<file path="src/rtl/protocol_frame_ctrl.sv">
// Pulse-width serial LED frame decoder: 32-bit words (30 data, use flag, even parity) delimited by low gaps.
// Optional line forwarding to the next node is enabled by defining SERIAL_CTRL_FORWARD_EN.
module protocol_frame_ctrl #(
    parameter int T_THRESH = 24,
    parameter int T_RESET  = 200
) (
    input  logic       clk,
    input  logic       rst_n,
    input  logic       din,
    output logic       shift_clk,
    output logic       shift_data,
    output logic       store,
    output logic       dout,
    output logic [5:0] bit_count,
    output logic [1:0] err
);

    localparam int LW = $clog2(T_RESET + 1);

    typedef enum logic [1:0] {
        WAIT_GAP = 2'd0,
        RECEIVE  = 2'd1,
        FORWARD  = 2'd2
    } state_t;

    state_t state, state_nxt;

    logic          din_m, din_s, din_q;
    logic [7:0]    high_cnt;
    logic [LW-1:0] low_cnt;
    logic          gap;
    logic          fall;
    logic          bit_val;
    logic          parity;
    logic          use_flag;
    logic          word_done;
    logic          in_recv;
    logic          last_bit;
    logic          word_ok;

    // din is asynchronous; din_q is one extra stage used only for edge detection.
    always_ff @(posedge clk or negedge rst_n) begin
        if (!rst_n) begin
            din_m <= 1'b0;
            din_s <= 1'b0;
            din_q <= 1'b0;
        end else begin
            din_m <= din;
            din_s <= din_m;
            din_q <= din_s;
        end
    end

    always_ff @(posedge clk or negedge rst_n) begin
        if (!rst_n) begin
            high_cnt <= '0;
            low_cnt  <= '0;
            gap      <= 1'b0;
        end else begin
            if (din_s) begin
                high_cnt <= (high_cnt == 8'hFF) ? high_cnt : high_cnt + 8'd1;
                low_cnt  <= '0;
            end else begin
                high_cnt <= '0;
                if (low_cnt != LW'(T_RESET))
                    low_cnt <= low_cnt + 1'b1;
            end
            // Registered so the pulse coincides with low_cnt landing on T_RESET.
            gap <= !din_s && (low_cnt == LW'(T_RESET - 1));
        end
    end

    // high_cnt still holds the finished pulse width in the cycle the fall is seen.
    assign fall     = din_q && !din_s;
    assign bit_val  = (high_cnt >= 8'(T_THRESH));
    assign last_bit = (bit_count == 6'd31);
    assign word_ok  = word_done && !parity && use_flag;

    // FSM: state register
    always_ff @(posedge clk or negedge rst_n) begin
        if (!rst_n)
            state <= WAIT_GAP;
        else
            state <= state_nxt;
    end

    // FSM: next state
    always_comb begin
        state_nxt = state;
        if (gap)
            state_nxt = RECEIVE;
        else if (in_recv && fall && last_bit)
            state_nxt = FORWARD;
    end

    // FSM: outputs
    always_comb begin
        in_recv = (state == RECEIVE);
    end

    always_ff @(posedge clk or negedge rst_n) begin
        if (!rst_n) begin
            shift_clk  <= 1'b0;
            shift_data <= 1'b0;
            word_done  <= 1'b0;
            store      <= 1'b0;
            bit_count  <= '0;
            parity     <= 1'b0;
            use_flag   <= 1'b0;
        end else begin
            shift_clk  <= in_recv && fall;
            shift_data <= in_recv && fall && bit_val;
            word_done  <= in_recv && fall && last_bit;
            store      <= word_ok;
            if (gap) begin
                bit_count <= '0;
                parity    <= 1'b0;
                use_flag  <= 1'b0;
            end else if (in_recv && fall) begin
                bit_count <= bit_count + 6'd1;
                parity    <= parity ^ bit_val;
                if (bit_count == 6'd30)
                    use_flag <= bit_val;
            end
        end
    end

    // Errors are sticky; only a word that is actually stored clears them.
    always_ff @(posedge clk or negedge rst_n) begin
        if (!rst_n) begin
            err <= 2'b00;
        end else if (word_ok) begin
            err <= 2'b00;
        end else begin
            if (word_done && parity)
                err[0] <= 1'b1;
            if (gap && in_recv && (bit_count != 6'd0))
                err[1] <= 1'b1;
        end
    end

`ifdef SERIAL_CTRL_FORWARD_EN
    assign dout = (state == FORWARD) && din_s;
`else
    assign dout = 1'b0;
`endif

endmodule

</file>
<file path="config.mk">
export PLATFORM = sky130hd
export DESIGN_NAME = protocol_frame_ctrl
export DESIGN_NICKNAME = d
export VERILOG_FILES = /design/src/rtl/protocol_frame_ctrl.sv
export SDC_FILE = /design/constraint.sdc
export NUM_CORES = 1
export LEC_CHECK = 0
export ABC_AREA = 1
export BUFFER_PORTS_ARGS = -buffer_cell sky130_fd_sc_hd__buf_2
export CAP_MARGIN = 20
export CORE_AREA = 2 2 72 74
export DETAILED_ROUTE_END_ITERATION = 10
export DIE_AREA = 0 0 74 76
export MAX_ROUTING_LAYER = met4
export PLACE_DENSITY_LB_ADDON = 0.08
export SLEW_MARGIN = 20
export SYNTH_ARGS = -nofsm -noshare
export SYNTH_HDL_FRONTEND = slang
export SYNTH_SLANG_ARGS = --single-unit
</file>
<file path="constraint.sdc">
create_clock -name clk -period 1.7 [get_ports clk]
set_clock_uncertainty 0.15 [all_clocks]
set_input_delay 0.255 -clock clk [delete_from_list [all_inputs] [get_ports clk]]
set_output_delay 0.255 -clock clk [all_outputs]
set_load 0.02 [all_outputs]
</file>
**Yosys cells after proc, flatten, opt, wreduce, memory -nomap -nowiden**

Index checks and enable logic that the tools add are counted.

- Input port bits: 3
- Flip-flop bits (word level): 36
- Output and inout port bits: 12

- Eq/ne operators: 7
- Muxes and demuxes: 16
- Add/subtract/negate cells: 3
- Bitwise logic cells: 1
- Magnitude comparators: 1
- Reductions and logical operators: 20

Operator list:

| operator | number |
|---|---|
| $mux 8 | 4 |
| $add 8x1->8 const B | 2 |
| $eq 8x8->1 const B | 2 |
| $eq 6x5->1 const B | 2 |
| $mux 6 | 2 |
| $reduce_bool 2->1 | 6 |
| $logic_and 1x1->1 | 10 |
| $ge 8x5->1 const B | 1 |
| $ne 8x8->1 const B | 1 |
| $mux 1 | 7 |
| $add 6x1->6 const B | 1 |
| $mux 2 | 3 |
| $reduce_bool 6->1 | 1 |
| $eq 2x1->1 const B | 1 |
| $logic_not 1->1 | 2 |
| $ne 2x2->1 const B | 1 |
| $reduce_and 2->1 | 1 |
| $xor 1x1->1 | 1 |

**Depth between registers and ports, before layout**

Gate-level depths: netlist of the first run.

- Word-level depth: 6
- Gate-level depth with buffers: 8
- Depth with buffers taken out: 8

**Least setup slack after synthesis of the first run**

OpenSTA, ideal clock, no wires.

- Path type: reg-to-reg
- From: reg bit_count[0]
- To: reg use_flag
- Setup slack: 0.259 ns
- Cell stages (with the launch flop): 8
- Buffers on the path: 0
- Setup time: 0.120 ns
- Clock period less this slack: 1.441 ns
- Data arrival time: 1.171 ns
- Cells stage by stage: dfrtp_1 -> inv_1 -> ha_1 -> nand3_1 -> nor2_1 -> nand2_1 -> o21ai_0 -> nor2_1

- Word-level cells in the longest chain between the ends: 3

Ends and longest elaborated chain:

| what | line | source |
|---|---|---|
| start: declaration | 14 | `output logic [5:0] bit_count,` |
| start signal: assignment | 120 | `bit_count <= bit_count + 6'd1;` |
| $eq 6x5->1 | 122 | `if (bit_count == 6'd30)` |
| $reduce_bool 2->1 (no source line) | -- |  |
| $reduce_and 2->1 (no source line) | -- |  |
| end signal: assignment | 123 | `use_flag <= bit_val;` |
| end: declaration | 35 | `logic use_flag;` |

Every way passes these cells.
A chain may end at the register's enable or synchronous reset.

**Final worst setup path of the first run**

- From: reg high_cnt[0]
- To: reg high_cnt[4]

- Word-level cells in the longest chain between the ends: 3
- Elaborated cells between the ends (all ways): 5
- Classes of those cells: add/sub (1); eq/ne (2); mux (2)

Ends and longest elaborated chain:

| what | line | source |
|---|---|---|
| start: declaration | 29 | `logic [7:0] high_cnt;` |
| start signal: assignment | 61 | `high_cnt <= (high_cnt == 8'hFF) ? high_cnt : high_cnt + 8'd1;` |
| $add 8x1->8 | 61 |  |
| $mux 8 | 61 |  |
| $mux 8 | 60 | `if (din_s) begin` |

Several ways; a longest one is shown, not always the timed one. The select of a mux whose other input is x is not followed.

==> run metrics, run 1 <==
Critical Path AT=around 1500 ps; final setup TNS=0 ps; Initial Util=0.372; type of origin of the critical path=register; CTS clk-pin slew, worst paths=~70 ps; Max-cap violations=0; post-synthesis cell count=~220; Pwr Total=1600 uW; port bufs=13; status=completed; P_leak=0.00111 uW; H-tree levels=2; final core occ=0.424; largest net degree at the start of global routing=37; TritonRoute pass-1 iters=4; post-route cell area=2080 sq um; YS warnings=0; first-pass GRT wire length=a little under 6000 microns; Post-Syn Area=between 1500 and 2000 sq um; Tmin final=around 1500 ps; endpoints failing setup=0; Worst setup EP type=register; WS Path Type=register to register; placer congestion estimate=between 0.7 and 0.8; DIE HEIGHT=76 microns; CTS tree=done; power per cell area=between 700 and 800 nW/um^2; maximum VDD drop=between 0.4 and 0.5 mV; Layout Cells excl Fill=roughly 300; Area growth syn-to-layout=13.9%; share of the synthesized area in the top cell type=0.493; total gr overflow=0; hpwl dp=2340 microns; # DRC=0; Global Route Usage Sum=0.139; placed inst area=1970 sq um; Synth Net Count=228; Post-DRT Antenna Nets=0; crit share post-route=0.865; CTS buffer count=5; worst hold path class=register to register; Clock Latency Late Sink=~280 ps; die area=~5600 sq um; via count=1,412; Root Buffer=clkbuf_8; Highest Clock Rate=between 600 and 700 MHz; Synth cell types=27; Nets=roughly 250; crit-path max FO=4; layout cells sized above 1=0.165; initial antenna violation count=0; drt wl/cell=between 10 and 15 microns; post-synth top area cell=dfrtp_1; Max Slew Vio Count=0; FF+latch count, synth=36; DRT iter0 DRCs=64; die width=~74 microns; drt via density=about 4.6; syn avg cell area=8.39 sq um; top cells by area, synth=dfrtp_1, nand2_1, nand3_1; final hold violations=0; sequential-to-total area share from yosys stat=0.493; clk sink count=36; Critical Path RT=~1700 ps; final wirelength=3340 microns; ANT cells=0; vias in the first global route=about 1.3k; area of the core=around 5000 sq um; Longest Clk Path Bufs=2; Placed Cells=just under 300; # rows=26; RSZ-0062 raised after global routing=false; io pins=15
logic make-up after synthesis:
logic type / synth area share
adder cells (fa/ha/maj): 0.0479
buffers and inverters: 0.0794
AO/OA/AOI/OAI: 0.0575
flip-flops: 0.493
AND/OR/NAND/NOR: 0.320
other: 0.00205
worst paths after layout:
path / start / endpoint / slack (ps) / cells past startpoint
hold / removal: din_m$_DFF_PN0_ / din_s$_DFF_PN0_ / 200 / 0
hold reg to reg: din_m$_DFF_PN0_ / din_s$_DFF_PN0_ / 200 / 0
setup reg to reg: high_cnt[0]$_DFFE_PN0P_ / high_cnt[4]$_DFFE_PN0P_ / 230 / 6
setup / recovery: high_cnt[0]$_DFFE_PN0P_ / high_cnt[4]$_DFFE_PN0P_ / 230 / 6
max in group asynchronous: rst_n / high_cnt[1]$_DFFE_PN0P_ / 690 / 3
min in group asynchronous: rst_n / shift_clk$_DFF_PN0_ / 390 / 3
per-stage QoR:
stage                     worst slack, ps  hold slack, ps
after floorplan                       259            -191
after global placement                257             184
after detailed placement              235             182
after CTS                             223             205
after global routing                  101             220
final                                 230             201
layout by cell type (no fill, tap or decap), types with 2 or more instances in the layout:
master / netlist / routed
nor2_1: 25 / 25
nand4_1: 9 / 9
a21oi_1: 8 / 8
inv_1: 27 / 27
dfrtp_1: 36 / 36
buf_2: 3 / 13
ha_1: 7 / 7
a21oi_2: 2 / 2
nor3_2: 4 / 4
clkbuf_8: 0 / 7
o21ai_0: 4 / 4
nand3_1: 25 / 25
dlygate4sd3_1: 0 / 2
nand2_1: 48 / 48
buf_4: 1 / 3
o21ai_1: 4 / 4
or2_2: 3 / 3
where the power goes:
group	internal, uW	switching, uW	leakage, uW
sequential	871	12.9	0.000491
combinational	25.2	48.4	0.000571
clock	361	286	0.0000503
total	1260	348	0.00111
timing repair:
action                                  in CTS  in global routing
setup buffers                                0                  0
gates resized for setup                      0                  0
endpoints found under the setup margin       0                  0
hold endpoints to repair                    37                  0
hold buffers                                 2                  0
critical path, cell delays in order, from the launching register on:
cell and delay, ps:
dfrtp_1 380, ha_1 220, nand3_1 120, inv_1 100, or2_2 270, nand3_1 70
nand2_1 50
registers in the layout, summed over array words and instances, names as in the netlist:
name	count
state	2
shift_clk	1
din_s	1
store	1
high_cnt	8
din_m	1
word_done	1
use_flag	1
bit_count	6
din_q	1
low_cnt	8
gap	1
parity	1
shift_data	1
err	2
synth_stat cells (all sizes together):
cell type and n:
a21oi 10, buf 5, clkbuf 1, conb 1, dfrtp 36, ha 7
inv 28, nand2 50, nand3 26, nand4 10, nor2 27, nor3 5
o21ai 8, o31ai 1, or2 3
cell type report:
type                            count  area, sq um
Tap cell                           70         87.6
Clock buffer                        7         96.3
Multi-Input combinational cell    148          782
Timing Repair Buffer               18          108
Fill cell                         493         2830
Inverter                           28          108
Sequential cell                    36          901
metal layers:
| layer | wire length [microns] | global-route usage | vias up | part of all wire |
|---|---|---|---|---|
| met4 | 55 | 0.0655 | 0 | 0.016 |
| met1 | 1670 | 0.176 | 660 | 0.50 |
| met3 | 102 | 0.0317 | 5 | 0.031 |
| met5 | 0 | - | - | 0 |
| met2 | 1520 | 0.210 | 18 | 0.45 |
| li1 | - | - | 729 | - |
Power figures use the tool's default switching activity.
==> inputs of run 2 (changes only) <==
- GPL_TIMING_DRIVEN: unset -> 0
==> run 2 against run 1 <==
  * Clock-buffer cell count is 1 lower
  * Sequential power about the same
  * Combinational power fell by 2%
  * Power down 1.6%
  * Clock power is 3.7% lower
  * Via count decreased by 0.64%
  * Wire length rose by 2.8%
  * Utilization grew 0.23 points
  * Highest routed layer unchanged
==> run metrics, run 2 (synthesized netlist as in run 1, its figures left out) <==
crit-path max FO=4; largest net degree at the start of global routing=37; # rows=26; die width=74 microns; Placed Cells=roughly 300; layout cells sized above 1=0.174; crit share post-route=0.881; maximum VDD drop=between 0.3 and 0.4 mV; min-delay src=din_m$_DFF_PN0_; final wirelength=3440 microns; # DRC=0; io pins=15; filler cell count=about 500; status=completed; P_leak=between 0.001 and 0.0015 uW; type of origin of the critical path=register; RSZ-0062 raised after global routing=false; hpwl dp=about 2400 microns; placer congestion estimate=0.769; Tmin final=1500 ps; port bufs=13; commonest non-fill, non-tap cell in the layout=nand2_1; Post-CTS Setup Inserts=0; reg2reg start=high_cnt[1]$_DFFE_PN0P_; internal power=~1200 uW; sw frac=0.229; Post-DRT Antenna Nets=0; H-tree levels=2; worst hold path class=register to register; endpoints failing setup=0; power per cell area=around 750 nW/um^2; TritonRoute pass-1 iters=4; Initial Util=0.372; drt wl/cell=roughly 11 microns; WS Path Type=register to register; Max Slew Vio Count=0; via count=approximately 1.4k; Critical Path AT=1520 ps; Critical Path RT=1720 ps; Layout Cells excl Fill=around 310; Worst-Margin Slew=slightly above 800 ps; Highest Clock Rate=668 MHz; combinational share of power=0.046; clock share of power=0.395; DIE HEIGHT=between 70 and 80 microns; final hold violations=0; area of the core=just under 5000 sq um; Slew Limit Headroom=0.455; Nets=250; DRT iter0 DRCs=50; sw power=about 360 uW; Longest Clk Path Bufs=2; CTS clk-pin slew, worst paths=about 70 ps; top flop regs=high_cnt: 8 flops, low_cnt: 8 flops, bit_count: 6 flops; CTS tree=done; die area=approximately 5600 sq um; Global Route Usage Sum=0.142; crit path from=high_cnt[1]$_DFFE_PN0P_; ANT cells=0; Sequential Power Share=0.560; drt via density=4.51; initial antenna violation count=0; first-pass GRT wire length=a little over 6000 microns; total gr overflow=0; Area growth syn-to-layout=14.5%; final setup TNS=0 ps; vias in the first global route=about 1.3k; Max-cap violations=0; most frequent cells in the layout=nand2_1, dfrtp_1, inv_1; CTS buffer count=5; Clock Latency Late Sink=290 ps; Root Buffer=clkbuf_8; Worst setup EP type=register; clk sink count=36
==> run 2: cell count changes in the layout (fill, tap and decap cells not counted), sizes merged <==
cell,change
buf,+2
clkinv,+2
==> run 2: stage by stage <==
stage	worst slack, ps	hold slack, ps	utilization	total power [uW]	cell area, sq um
floorplan	259	-191	-	942	1830
global placement	220	183	0.403	972	1980
detailed placement	204	185	0.403	973	1980
CTS	193	202	0.426	1620	2090
global route	78.8	224	0.426	1670	2090
finish	202	200	0.426	1580	2090
==> run 2: worst paths after layout <==
path | end | slack [ps] | cells after the start
max reg2reg | high_cnt[4]$_DFFE_PN0P_ | 200 | 6
max | high_cnt[4]$_DFFE_PN0P_ | 200 | 6
min in group asynchronous | word_done$_DFF_PN0_ | 450 | 2
min reg2reg | din_s$_DFF_PN0_ | 200 | 0
max in group asynchronous | low_cnt[4]$_DFFE_PN0P_ | 440 | 2
min | din_s$_DFF_PN0_ | 200 | 0
==> run 2: repair_timing <==
item                                   4_1_cts  5_1_grt
gates resized for setup                      0        0
hold buffers                                 2        0
endpoints found under the hold margin       37        0
==> run 2: per-layer routing <==
| metal | GRT usage | up-vias | wire (microns) |
|---|---|---|---|
| li1 | - | 738 | - |
| met1 | 0.192 | 640 | 1680 |
| met2 | 0.203 | 20 | 1580 |
| met3 | 0.0397 | 5 | 117 |
| met4 | 0.0491 | 0 | 57 |
| met5 | - | - | 0 |
==> run 2: power groups by stage <==
stage                     Sequential, uW  Clock (uW)  Combinational [uW]
after detailed placement             901           0                71.6
final                                884         623                72.2
after global placement               901           0                71.4
after floorplan                      899           0                43.7
after CTS                            884         661                75.4
after global routing                 886         701                86.4
==> run 2: worst max-delay path: stages, from the launching register on <==
cell and delay, ps:
dfrtp_1 400, ha_1 210, nand3_1 130, inv_1 100, or2_2 280, nand3_1 70
nand2_1 50
==> run 2: layout make-up <==
class	count	area [sq um]	share of cell area
well taps	70	87.6	0.0418
inverters	28	108	0.0514
multi-input cells	148	782	0.374
clock inverters	2	10.0	0.00478
plain buffers	6	37.5	0.0179
flip-flops and latches	36	901	0.430
repair buffers	15	85.1	0.0406
clock buffers	6	82.6	0.0395
==> inputs of run 3 (changes only) <==
- CORE_AREA: 2 2 72 74 -> 2 2 66 80
- DIE_AREA: 0 0 74 76 -> 0 0 68 82
- REMOVE_ABC_BUFFERS: unset -> 1
==> run 3 against run 2 <==
  * Clock power increased by 32%
  * Largest cell class unchanged
  * Register-to-register slack hardly changed
  * Cell count is 5.1% lower
  * Power grew 12%
  * First-iteration DRC count grew 66%
  * Critical path depth unchanged
  * Critical path type unchanged
  * Flip-flop and latch count unchanged
  * Setup slack gained 0.56 ps
  * Non-clock buffer count is 6 lower
==> run metrics, run 3 (synthesized netlist as in run 1, its figures left out) <==
crit-path max FO=4; endpoints failing setup=0; Max Slew Vio Count=0; final worst slack=between 200 and 250 ps; min-delay src=din_m$_DFF_PN0_; placed inst area=approximately 1900 sq um; Pwr Total=1780 uW; first-pass GRT wire length=5910 microns; WS Path Type=register to register; maximum VDD drop=roughly 0.43 mV; drt via density=4.65; RSZ-0062 raised after global routing=false; status=completed; die area=roughly 5600 sq um; post-route cell area=2080 sq um; Post-DRT Antenna Nets=0; Hold Crit Depth=0; most frequent cells in the layout=nand2_1, dfrtp_1, inv_1; Worst Hold Slack=around 210 ps; Nets=about 240; TritonRoute pass-1 iters=4; die width=68 microns; DIE HEIGHT=between 80 and 90 microns; type of origin of the critical path=register; commonest non-fill, non-tap cell in the layout=nand2_1; Area growth syn-to-layout=13.7%; worst hold path class=register to register; worst r2r path cells=6; power per cell area=between 800 and 900 nW/um^2; port bufs=13; GR Util met2=0.227; total gr overflow=0; Initial Util=0.378; Clock Latency Late Sink=280 ps; vias in the first global route=1,325; area of the core=4830 sq um; met3 Usage GRT=0.0411; Worst-Margin Slew=roughly 820 ps; placer congestion estimate=~0.76; Max-cap violations=0; top flop regs=high_cnt: 8 flops, low_cnt: 8 flops, bit_count: 6 flops; clk sink count=36; crit-path cells=ha_1 -> nand3_1 -> inv_1 -> or2_2 -> nand3_1 -> nand2_1; Worst setup EP type=register; CTS tree=done; Highest Clock Rate=668 MHz; H-tree levels=2; # DRC=0; final wirelength=roughly 3400 microns; reg2reg start=high_cnt[1]$_DFFE_PN0P_; busiest grt layer=met2; CTS clk-pin slew, worst paths=around 70 ps; via count=between 1k and 1.5k; CTS buffer count=5; met1 Use GR=0.174; crit share post-route=0.881; Critical Path Max Stage Delay=about 400 ps; hpwl dp=2280 microns; io pins=15; Critical Path RT=around 1700 ps; post-place setup slack=about 89 ps; initial antenna violation count=0; final setup TNS=0 ps; Global Route Usage Sum=0.144; P_leak=~0.0011 uW; DRT iter0 DRCs=83; # rows=28; Crit-path slowest cell=dfrtp_1; ANT cells=0; Critical Path AT=1520 ps; largest net degree at the start of global routing=37; Slew Limit Headroom=0.454; Root Buffer=clkbuf_8; R2R setup slack=around 200 ps; Longest Clk Path Bufs=2; crit path from=high_cnt[1]$_DFFE_PN0P_; Tmin final=around 1500 ps; Post-CTS Setup Inserts=0; final hold violations=0; drt wl/cell=between 10 and 15 microns; layout cells sized above 1=0.166; CP most frequent cell=nand3_1
==> run 3: final cells by class <==
type                    count  area, sq um
fillers                   500         2760
flip-flops and latches     36          902
multi-input cells         148          782
inverters                  28          108
clock buffers               7         96.3
repair buffers             15         85.1
well taps                  60         75.1
clock inverters             1         30.0
==> run 3: repair_timing <==
item / in CTS / in global routing
endpoints found under the hold margin: 37 / 0
hold buffers: 2 / 0
resized for setup: 0 / 2
setup endpoints to repair: 0 / 2
==> run 3: metal layers <==
| metal | routed length, microns | up-vias |
|---|---|---|
| met5 | 0 | - |
| met4 | 41 | 0 |
| met3 | 93 | 5 |
| met2 | 1590 | 16 |
| met1 | 1640 | 619 |
| li1 | - | 731 |
==> run 3: power by group <==
group	internal (uW)	switching [uW]
Sequential	871	16.9
Clock	518	304
Combinational	22.3	44.1
==> run 3: worst max-delay path, delay by kind of cell (launching register included) <==
kind                     cells  cell delay (ps)
AND/OR/NAND/NOR              4              530
flip-flops                   1              400
adder cells (fa/ha/maj)      1              220
buffers and inverters        1              100
==> run 3: path summary, 6_finish.rpt <==
kind                                           end
setup / recovery           high_cnt[4]$_DFFE_PN0P_
hold / removal                     din_s$_DFF_PN0_
setup reg to reg           high_cnt[4]$_DFFE_PN0P_
hold reg to reg                    din_s$_DFF_PN0_
max in group asynchronous          din_s$_DFF_PN0_
min in group asynchronous     shift_data$_DFF_PN0_
==> run 3: metrics by stage <==
step	util	cells
after floorplan	-	212
after global placement	0.399	285
after detailed placement	0.399	285
after CTS	0.430	295
after global routing	0.430	295
final	0.430	295
